$ cat config.mk
export PLATFORM = sky130hd
export DESIGN_NAME = s526_misr_sa
export DESIGN_NICKNAME = d
export VERILOG_FILES = /design/src/rtl/s526_misr_sa.sv
export SDC_FILE = /design/constraint.sdc
export NUM_CORES = 1
export LEC_CHECK = 0
export ABC_AREA = 1
export CAP_MARGIN = 10
export CORE_MARGIN = 4
export CORE_UTILIZATION = 49
export CTS_BUF_LIST = sky130_fd_sc_hd__clkbuf_8
export CTS_CLUSTER_DIAMETER = 150
export DETAILED_ROUTE_END_ITERATION = 8
export PLACE_DENSITY = 0.89
export RECOVER_POWER = 100
export SLEW_MARGIN = 20
export SYNTH_ARGS = -nofsm -noshare
export SYNTH_HDL_FRONTEND = slang
export SYNTH_SLANG_ARGS = --single-unit
$ cat constraint.sdc
create_clock -name CLOCK -period 1.8 [get_ports CLOCK]
set_clock_uncertainty 0.2 [all_clocks]
set_input_delay 0.36 -clock CLOCK [delete_from_list [all_inputs] [get_ports CLOCK]]
set_output_delay 0.36 -clock CLOCK [all_outputs]
set_load 0.01 [all_outputs]
$ cat src/rtl/s526_misr_sa.sv
// s526_misr_sa: response compactor for the s526 benchmark.
// Folds the six s526 primary outputs into a 16-bit MISR under a
// start/skip/capture/done controller. Power-up cycles after START are
// discarded for SKIP_CYCLES edges, then CAPTURE_CYCLES samples are compacted.
// Optional feature macro: S526_MISR_GOLDEN_CMP_EN builds a registered
// SIGNATURE==GOLDEN comparator driving PASS; without it PASS is constant 0.
module s526_misr_sa #(
    parameter logic [15:0] SEED           = 16'h0000,
    parameter logic [15:0] POLY           = 16'h1021,
    parameter int          SKIP_CYCLES    = 8,
    parameter int          CAPTURE_CYCLES = 256,
    parameter logic [15:0] GOLDEN         = 16'h0000
) (
    input  logic        CLOCK,
    input  logic        RESET,
    input  logic        START,
    input  logic [5:0]  RESP,
    output logic        BUSY,
    output logic        DONE,
    output logic [15:0] SIGNATURE,
    output logic [15:0] SAMPLE_CNT,
    output logic        PASS
);

    typedef enum logic [1:0] {
        S_IDLE    = 2'd0,
        S_SKIP    = 2'd1,
        S_CAPTURE = 2'd2,
        S_DONE    = 2'd3
    } state_t;

    // Terminal counts widened by one bit so the incremented counters can be
    // compared without wrap.
    localparam logic [8:0]  SKIP_LAST = 9'(SKIP_CYCLES);
    localparam logic [16:0] CAP_LAST  = 17'(CAPTURE_CYCLES);
    localparam logic        SKIP_NONE = (SKIP_CYCLES == 0);

    state_t      r_state;
    state_t      w_next;
    logic [7:0]  r_skip;
    logic [15:0] r_sig;
    logic [15:0] r_cnt;

    logic [8:0]  w_skip_inc;
    logic [16:0] w_cnt_inc;
    logic [15:0] w_misr_next;
    logic        w_load;
    logic        w_skip_en;
    logic        w_cap_en;
    logic        w_cap_last;

    assign w_skip_inc  = {1'b0, r_skip} + 9'd1;
    assign w_cnt_inc   = {1'b0, r_cnt} + 17'd1;
    assign w_cap_last  = (w_cnt_inc == CAP_LAST);
    assign w_misr_next = {r_sig[14:0], 1'b0}
                       ^ (r_sig[15] ? POLY : 16'h0000)
                       ^ {10'b0, RESP};

    // State register; reset dominates any START seen on the same edge.
    always_ff @(posedge CLOCK) begin
        if (RESET) begin
            r_state <= S_IDLE;
        end else begin
            r_state <= w_next;
        end
    end

    // Next-state: START only matters when no run is in flight.
    always_comb begin
        w_next = r_state;
        case (r_state)
            S_IDLE, S_DONE: begin
                if (START) begin
                    w_next = SKIP_NONE ? S_CAPTURE : S_SKIP;
                end
            end
            S_SKIP: begin
                if (w_skip_inc == SKIP_LAST) begin
                    w_next = S_CAPTURE;
                end
            end
            S_CAPTURE: begin
                if (w_cap_last) begin
                    w_next = S_DONE;
                end
            end
            default: w_next = S_IDLE;
        endcase
    end

    // Output/control decode from the current state only (no RESP path).
    always_comb begin
        BUSY      = 1'b0;
        DONE      = 1'b0;
        w_load    = 1'b0;
        w_skip_en = 1'b0;
        w_cap_en  = 1'b0;
        case (r_state)
            S_IDLE: begin
                w_load = START;
            end
            S_SKIP: begin
                BUSY      = 1'b1;
                w_skip_en = 1'b1;
            end
            S_CAPTURE: begin
                BUSY     = 1'b1;
                w_cap_en = 1'b1;
            end
            S_DONE: begin
                DONE   = 1'b1;
                w_load = START;
            end
            default: ;
        endcase
    end

    // MISR, sample counter and skip counter; START reloads the seed.
    always_ff @(posedge CLOCK) begin
        if (RESET) begin
            r_sig  <= SEED;
            r_cnt  <= 16'd0;
            r_skip <= 8'd0;
        end else if (w_load) begin
            r_sig  <= SEED;
            r_cnt  <= 16'd0;
            r_skip <= 8'd0;
        end else if (w_skip_en) begin
            r_skip <= w_skip_inc[7:0];
        end else if (w_cap_en) begin
            r_sig  <= w_misr_next;
            r_cnt  <= w_cnt_inc[15:0];
        end
    end

    assign SIGNATURE  = r_sig;
    assign SAMPLE_CNT = r_cnt;

`ifdef S526_MISR_GOLDEN_CMP_EN
    logic r_pass;

    // Compare the signature being written on the final capture edge so PASS
    // is valid in the same cycle DONE rises.
    always_ff @(posedge CLOCK) begin
        if (RESET) begin
            r_pass <= 1'b0;
        end else if (w_load) begin
            r_pass <= 1'b0;
        end else if (w_cap_en && w_cap_last) begin
            r_pass <= (w_misr_next == GOLDEN);
        end
    end

    assign PASS = r_pass;
`else
    // No comparator: the AND with zero keeps GOLDEN referenced and folds away.
    assign PASS = 1'b0 & (^GOLDEN);
`endif

endmodule

==> out/metrics.csv, run 1 <==
metric,value,unit
status,"finished, violations left",
violations,setup timing,
max-cap-violations,0,
synth_area,2380,µm²
drive_gt1_frac,0.194,
cts_buffer_depth,2,
track_usage,0.210,
regToRegSetupSlack,-0.16,ns
grt_max_degree,22,
synthMuxAreaShare,0,
reg2regPathDepth,12,
syn2layout_area_growth,38.7,%
worstReg2RegStart,SAMPLE_CNT[0],
synth_ff_type,dfxtp_1,
vdd_ir_drop_max,0.764,mV
clock_sinks,42,
synth_common_cells,"82 x nand2_1, 52 x inv_1, 42 x dfxtp_1",
placed_cells,482,
synth_xor_area_frac,0.0551,
synth_top_area_share,0.353,
hold_ws,0.291,ns
num_rows,25,
n_antenna_cell,0,
boundaryPins,44,
cts_tree,yes,
hold_depth,2,
worst_ep_arrival_time,1.96,ns
worstSkewPairLatency,0.30,ns
yosysUniqueCellTypes,27,
post-synth-top-count-cell,nand2_1,
fp.dieH,77.8,µm
dieArea,6050,µm²
post-route-util,0.700,
fin_cells,494,
drv_slew,0,
setup_ws,-0.158,ns
wirelength,6280,µm
synthAdderAreaFrac,0.0367,
fin_nets,442,
ys_ff_latch,42,
numCtsBuffers,5,
synth-compound-area-share,0.140,
yosysTopAreaCell,dfxtp_1,
timing.final.crit_share,1.09,
async_flop_share,0,
setup_viol,11,
crit_path_end_kind,flop,
portBuffers,42,
syn_inst,358,
final_area,3310,µm²
reg2reg_to,r_state[0],
ctsHoldBuffers,0,
cts_root_buf,clkbuf_8,
via_count,2482,
p_leak,1.57,nW
nFillCells,371,
initialDrtViolationCount,227,
yosysWarnings,0,
crit_type,flop to flop,
dpl_cell_area,3060,µm²
hold_start,SIGNATURE[13],
design.core.area,4720,µm²
cp.required,1.80,ns
synthTopCellsByArea,"dfxtp_1 35%, nand2_1 13%, inv_1 8.2%",
antenna_found_initial,0,
synth_edf_count,0,
worstPathMaxFanout,4,
clkTransAtPathRegs,0.08,ns
rsz0062_at_grt,true,
syn_avg_cell_area,6.66,µm²
start_util,0.505,
overflow,0,
p_per_area,1220,nW/µm²
min_path_type,flop to flop,
hold_violations,0,
gp_congestion,0.856,
post-route-drc-count,0,
drt-vias-per-instance,5.02,
synth_top_family_by_area,simple AND/OR/NAND/NOR gates,
grt_pass1_wl,10400,µm
first_pass_iters,4,
timing.fmax,0.511,GHz
syn_nets,374,
die_w,77.8,µm
cts_max_level,2,
start_kind,flop,
grt_pass1_vias,2437,
ant_nets,0,
layout_min_cycle_time,1.96,ns
yosys.area_share.simple,0.275,
wire_per_inst,12.7,µm
hpwl,4350,µm
min_to,SIGNATURE[13],
ys_seq_area_frac,0.353,
-- what timing repair did --
action | 4_1_cts | 5_1_grt
resized for setup | 41 | 29
pin swaps | 9 | 13
buffers inserted | 1 | 4
setup endpoints to repair | 44 | 40
-- state kept, by name (all words and copies together) (netlist names) --
signal	flops
SAMPLE_CNT	16
SIGNATURE	16
r_skip	8
r_state	2
-- routing by layer --
metal	GRT usage	wire [µm]	up-vias
met4	0.0765	86	0
met5	0	0	-
met2	0.372	3180	87
li1	-	-	1240
met3	0.0476	445	10
met1	0.246	2560	1145
-- cell usage in the layout (no fill, tap or decap), types with 3 or more instances in the layout --
master,count
buf_4,35
nand3_1,13
dfxtp_1,32
o21ai_0,24
dlygate4sd2_1,17
buf_6,3
xnor2_1,4
clkdlybuf4s50_1,10
nor2_1,37
a21oi_1,29
nand4_1,3
nor2_4,4
clkinv_1,3
o21ai_1,3
ha_1,6
clkbuf_8,5
clkdlybuf4s25_1,13
nand2_1,77
nand2_2,7
xor2_1,10
nor2_2,3
nor3_1,3
o211ai_1,3
inv_1,51
nand3_2,3
dfxtp_2,5
dfxtp_4,5
-- area by class of cell --
cell class                      count  area [µm²]  share of cell area
Multi-Input combinational cell    240        1310               0.396
Sequential cell                    42         866               0.262
Timing Repair Buffer               81         699               0.212
Inverter                           56         211              0.0639
Tap cell                           67        83.8              0.0253
Clock buffer                        5        68.8              0.0208
Clock inverter                      3        68.8              0.0208
-- worst max-delay path, cell delays in order, from the launching register on --
cell and delay, ns:
dfxtp_4 0.37, ha_4 0.17, nand2_4 0.06, nor2_4 0.15, nand3_2 0.11, xor2_2 0.20
nand3_1 0.10, nor2_1 0.13, nand2_1 0.09, nand2_2 0.10, nand3_1 0.07, nand2_1 0.06
nor2_1 0.04
-- power by group --
part | switching (W) | leakage, nW | total (W) | internal, W
registers | 0.000194 | 0.347 | 0.00133 | 0.00113
logic | 0.00103 | 1.15 | 0.00182 | 0.000785
clock network | 0.000348 | 0.0683 | 0.000904 | 0.000556
-- kinds of logic after synthesis --
kind of cell | Yosys count
AOI/OAI and AO/OA | 62
DFF | 42
xor gates and xnor gates | 15
and+or+nand+nor | 155
other | 1
adders and majority gates | 7
buffers and inverters | 76
-- metrics by stage --
step | setup slack (ns) | power, W | TNS (ns)
finish | -0.158 | 0.00405 | -0.524
global route | -0.314 | 0.00434 | -3.08
CTS | -0.110 | 0.00404 | -0.423
detailed placement | -0.119 | 0.00314 | -1.07
global placement | -0.0563 | 0.00307 | -0.381
floorplan | 0.0126 | 0.00236 | 0
-- how the worst max path moves through the flow --
stage	start	end	slack (ns)	cells after the start
final	SAMPLE_CNT[0]	r_state[0]	-0.16	12
after floorplan	SAMPLE_CNT[0]	r_state[0]	0.01	12
after CTS	SAMPLE_CNT[1]	r_state[0]	-0.11	14
after global placement	SAMPLE_CNT[2]	r_state[0]	-0.06	13
after detailed placement	SAMPLE_CNT[2]	r_state[0]	-0.12	13
after global routing	SAMPLE_CNT[0]	r_state[0]	-0.31	14
Note: power is estimated with default switching activity, not from simulation.
==> inputs of run 2 (changes only) <==
--- a/config.mk
+++ b/config.mk
@@ -7,7 +7,6 @@
 export LEC_CHECK = 0
 export ABC_AREA = 1
 export CAP_MARGIN = 10
-export CORE_MARGIN = 4
 export CORE_UTILIZATION = 49
 export CTS_BUF_LIST = sky130_fd_sc_hd__clkbuf_8
 export CTS_CLUSTER_DIAMETER = 150
==> run 2 against run 1 <==
The flow still finishes with violations (setup timing). Power shrank 5.0%. Setup slack lost 0.074 ns. Routed wire length decreased by 3.5%. Count of clock-buffer cells in the layout did not move. Critical path depth is 1 lower. Register-to-register slack got worse by 0.07 ns. Critical endpoint unchanged. Largest power group unchanged.
==> out/metrics.csv, run 2 (synthesis results as in run 1) <==
metric,value,unit,change
fin_nets,442,,unchanged
track_usage,0.226,,+0.0155
wirelength,6060,µm,-3.5%
dieArea,5150,µm²,-15%
num_rows,25,,unchanged
vdd_ir_drop_max,0.827,mV,+8.2%
boundaryPins,44,,unchanged
n_antenna_cell,0,,unchanged
final_common_cell,nand2_1,,
path_buf_inv,1,,+1
worstPathMaxFanout,6,,+2
cts_max_level,2,,unchanged
hold_violations,0,,unchanged
max-cap-violations,0,,unchanged
violations,setup timing,,
worst_ep_arrival_time,2.04,ns,+0.08 ns
highest_layer,met4,,
drive_gt1_frac,0.218,,+0.0234
cp.required,1.80,ns,about the same
grt_pass1_wl,9370,µm,-10%
dpl_cell_area,3040,µm²,-0.61%
fp.dieH,71.8,µm,-7.7%
min_path_type,flop to flop,,
fin_tns_setup,-0.453,ns,+0.0706 ns
gp_congestion,0.912,,+6.6%
min_to,SIGNATURE[8],,
cts_buffer_depth,2,,unchanged
grt_pass1_vias,2254,,-7.5%
wire_per_inst,12.6,µm,-0.86%
p_clk_frac,0.166,,-0.057
status,"finished, violations left",,
timing.fmax,0.492,GHz,-3.7%
placed_cells,467,,-3.1%
start_kind,flop,,
hold_ws,0.283,ns,-0.00808 ns
cpMostUsedCell,nand2_1,,
clkTransAtPathRegs,0.09,ns,about the same
cpPeakStageDelay,0.44,ns,+0.07 ns
worstSkewPairLatency,0.30,ns,about the same
reg2regPathDepth,11,,-1
p_leak,1.55,nW,-1.3%
setup_ws,-0.233,ns,-0.0743 ns
clock_sinks,42,,unchanged
hold_depth,2,,unchanged
antenna_found_initial,0,,unchanged
critical_path.top_delay_family,simple AND/OR/NAND/NOR gates,,
timing.final.crit_share,1.13,,+0.0413
layout_common_cells,"78 x nand2_1, 52 x inv_1, 37 x buf_4",,
numCtsBuffers,5,,unchanged
drt-vias-per-instance,5.19,,+3.2%
syn2layout_area_growth,37.8,%,
p_int,0.00225,W,-9.1%
design.core.area,4690,µm²,-0.66%
p_switching,0.00160,W,+1.4%
crit_path_end_kind,flop,,
worst_path_max_delay_cell,dfxtp_1,,
cts_root_buf,clkbuf_8,,
wl_met3,386,µm,-13%
final_area,3290,µm²,-0.61%
seq_power_share,0.345,,+0.017
cts_tree,yes,,
worstReg2RegStart,SAMPLE_CNT[11],,
initialDrtViolationCount,275,,+21%
ant_nets,0,,unchanged
layout_min_cycle_time,2.03,ns,+0.0743 ns
fin_cells,481,,-2.6%
via_count,2494,,+0.48%
crit_chain,nand2_1 > nor2_1 > inv_1 > o21ai_1 > nand2_1 > nor3_2 > nand2_1 > nand2_2 > nand3_1 > nand2_1 > nor2_1,,
drv_slew,0,,unchanged
dpl_worst_slack,-0.150,ns,-0.0301 ns
die_w,71.8,µm,-7.7%
start_util,0.508,,+0.00337
post-route-drc-count,0,,unchanged
hpwl,3970,µm,-8.7%
setup_viol,3,,-8
grt_max_degree,35,,+59%
reg2reg_to,r_state[0],,
p_per_area,1170,nW/µm²,-4.5%
hold_start,SIGNATURE[8],,
first_pass_iters,4,,unchanged
crit_type,flop to flop,,
m1WireLength,2530,µm,-1.2%
swShare,0.415,,+0.0263
overflow,0,,unchanged
portBuffers,42,,unchanged
regToRegSetupSlack,-0.23,ns,-0.07 ns
rsz0062_at_grt,true,,
pwr-share-comb,0.489,,+0.040
met2WireLength,2990,µm,-6.1%
## run 2: worst register-to-register path, stage by stage (launching register included)
cell and delay [ns]:
dfxtp_1 0.44, nand2_1 0.08, nor2_1 0.26, inv_1 0.11, o21ai_1 0.14, nand2_1 0.10
nor3_2 0.21, nand2_1 0.10, nand2_2 0.09, nand3_1 0.09, nand2_1 0.08, nor2_1 0.04
## run 2: worst max path at each step
| stage | start | endpoint | slack (ns) | cells after the start |
|---|---|---|---|---|
| after global routing | SAMPLE_CNT[1] | r_state[0] | -0.34 | 12 |
| after CTS | SAMPLE_CNT[0] | r_state[1] | -0.07 | 14 |
| after floorplan | SAMPLE_CNT[0] | r_state[0] | 0.01 | 12 |
| after detailed placement | SAMPLE_CNT[0] | r_state[1] | -0.15 | 14 |
| after global placement | SAMPLE_CNT[2] | r_state[0] | -0.06 | 13 |
| final | SAMPLE_CNT[11] | r_state[0] | -0.23 | 11 |
## run 2: layout make-up
cell class | count | area (µm²)
fill | 348 | 1410
sequential | 42 | 866
clock buffer | 5 | 68.8
tap | 54 | 67.6
timing repair buffer | 81 | 728
multi-input combinational | 240 | 1320
clock inverter | 3 | 25.0
inverter | 56 | 213
## run 2: stage by stage
stage | util | power (W)
floorplan | - | 0.00236
global placement | 0.649 | 0.00307
detailed placement | 0.649 | 0.00312
CTS | 0.679 | 0.00374
global route | 0.701 | 0.00410
finish | 0.701 | 0.00385
## run 2: timing repair
action	CTS	global route
cloned	0	1
hold buffers	0	0
pin swaps	4	7
setup buffers	2	3
endpoints found under the setup margin	24	36
resized for setup	40	39
## run 2: routing by layer
metal / vias to the layer above / global-route usage
li1: 1242 / -
met4: 0 / 0.0980
met1: 1126 / 0.261
met5: - / 0
met3: 25 / 0.0478
met2: 101 / 0.400
## run 2: power groups by stage
stage	Combinational (W)	Sequential [W]	Clock, W
final	0.00188	0.00133	0.000637
after global routing	0.00207	0.00135	0.000679
after CTS	0.00179	0.00131	0.000646
after detailed placement	0.00181	0.00131	0
after global placement	0.00176	0.00131	0
after floorplan	0.000995	0.00136	0
==> inputs of run 3 (changes only) <==
--- a/config.mk
+++ b/config.mk
@@ -11,6 +11,7 @@
 export CTS_BUF_LIST = sky130_fd_sc_hd__clkbuf_8
 export CTS_CLUSTER_DIAMETER = 150
 export DETAILED_ROUTE_END_ITERATION = 8
+export GPL_ROUTABILITY_DRIVEN = 0
 export PLACE_DENSITY = 0.89
 export RECOVER_POWER = 100
 export SLEW_MARGIN = 20
==> run 3 against run 2 <==
The run still ends with setup timing left. Clock power is 2% lower. Critical path depth up 1. Critical path type unchanged. Register-to-register slack got worse by 0.05 ns.
==> out/metrics.csv, run 3 (synthesis results as in run 1) <==
metric,value,unit,change
post-route-drc-count,0,,unchanged
dpl_worst_slack,-0.219,ns,-0.0690 ns
start_util,0.508,,unchanged
grt_pass1_wl,9890,µm,+5.5%
hold_violations,0,,unchanged
cts_max_level,2,,unchanged
cts_buffer_depth,2,,unchanged
fin_nets,440,,-0.45%
via_count,2497,,+0.12%
p_per_area,1190,nW/µm²,+1.4%
cts_root_buf,clkbuf_8,,
final_common_cell,nand2_1,,
portBuffers,42,,unchanged
track_usage,0.242,,+0.0163
crit_path_end_kind,flop,,
layout_common_cells,"76 x nand2_1, 52 x inv_1, 36 x nor2_1",,
antenna_found_initial,0,,unchanged
layout_min_cycle_time,2.08,ns,+0.0499 ns
nFillCells,354,,+1.7%
crit_type,flop to flop,,
wire_per_inst,12.9,µm,+2.8%
worstSkewPairLatency,0.30,ns,about the same
p_leak,1.59,nW,+2.6%
overflow,0,,unchanged
max-cap-violations,0,,unchanged
drv_slew,0,,unchanged
placed_cells,468,,+0.21%
cp.required,1.80,ns,about the same
fp.dieH,71.8,µm,unchanged
vdd_ir_drop_max,0.729,mV,-12%
setup_ws,-0.282,ns,-0.0499 ns
boundaryPins,44,,unchanged
numCtsBuffers,5,,unchanged
min_path_type,flop to flop,,
grt_max_degree,22,,-37%
timing.fmax,0.480,GHz,-2.4%
post-route-util,0.703,,+0.00240
hpwl,4170,µm,+4.9%
timing.final.crit_share,1.16,,+0.0277
n_antenna_cell,0,,unchanged
first_pass_iters,6,,+2
grt_pass1_vias,2254,,unchanged
rsz0062_at_grt,true,,
num_rows,25,,unchanged
clkTransAtPathRegs,0.09,ns,about the same
design.core.area,4690,µm²,unchanged
reg2regPathDepth,12,,+1
syn2layout_area_growth,38.3,%,
ant_nets,0,,unchanged
drive_gt1_frac,0.228,,+0.0104
wirelength,6200,µm,+2.3%
hold_depth,2,,unchanged
initialDrtViolationCount,148,,-46%
worstPathMaxFanout,4,,-2
cts_tree,yes,,
violations,setup timing,,
fin_cells,479,,-0.42%
drt-vias-per-instance,5.21,,+0.54%
status,"finished, violations left",,
dieArea,5150,µm²,unchanged
setup_viol,2,,-1
start_kind,flop,,
clock_sinks,42,,unchanged
worst_ep_arrival_time,2.09,ns,+0.05 ns
die_w,71.8,µm,unchanged
run 3: changes by cell type in the layout (fill, tap and decap cells not counted), moves of 3 or more:
cell,before,now
o21ai_0,14,21
nor2_2,6,3
ha_2,0,3
ha_1,6,3
buf_4,37,33
o21ai_1,13,5
run 3: path summary, 6_finish.rpt:
path | slack (ns) | end | from
max reg2reg | -0.28 | r_state[1] | SAMPLE_CNT[1]
min reg2reg | 0.29 | SIGNATURE[8] | SIGNATURE[7]
min | 0.29 | SIGNATURE[8] | SIGNATURE[7]
max | -0.28 | r_state[1] | SAMPLE_CNT[1]
run 3: layout make-up:
type / count / area (µm²) / share of cell area
well taps: 54 / 67.6 / 0.0205
multi-input cells: 240 / 1330 / 0.404
flip-flops and latches: 42 / 870 / 0.264
inverters: 56 / 214 / 0.0649
repair buffers: 79 / 727 / 0.220
clock buffers: 5 / 68.8 / 0.0209
clock inverters: 3 / 20.0 / 0.00607
run 3: where the power goes:
part           internal, W  switching [W]
clock             0.000274       0.000349
sequential         0.00114       0.000201
combinational     0.000871        0.00108
total              0.00229        0.00163
run 3: metal layers:
layer | vias to the layer above | GRT usage | routed length (µm) | part of all wire
met1 | 1166 | 0.288 | 2580 | 0.42
met2 | 83 | 0.427 | 3150 | 0.51
met3 | 13 | 0.0549 | 367 | 0.059
met5 | - | 0 | 0 | 0
li1 | 1235 | - | - | -
met4 | 0 | 0.0850 | 102 | 0.016
run 3: worst max-delay path, stage by stage (launching register included):
cell,delay (ns)
dfxtp_4,0.38
ha_4,0.17
nand2_2,0.07
nor2_4,0.13
nand3_1,0.12
xor2_1,0.24
nand3_1,0.16
nor2_2,0.14
nand2_1,0.07
nand2_2,0.11
nand3_2,0.08
nand2_1,0.07
nor2_1,0.04
run 3: what timing repair did:
action                     4_1_cts  5_1_grt
setup buffers                    2        0
hold buffers                     0        0
setup endpoints to repair       31       42
resized for setup               49       35
gates cloned                     1        0
pin swaps                       10       10
run 3: stage by stage:
step	power, W	instance area (µm²)	TNS [ns]	hold slack [ns]
6_report	0.00392	3300	-0.543	0.286
5_1_grt	0.00417	3300	-0.790	0.312
4_1_cts	0.00383	3240	-0.569	0.287
3_5_place_dp	0.00315	3050	-1.34	0.273
3_3_place_gp	0.00308	3050	-0.275	0.265
2_1_floorplan	0.00236	2420	0	0.254
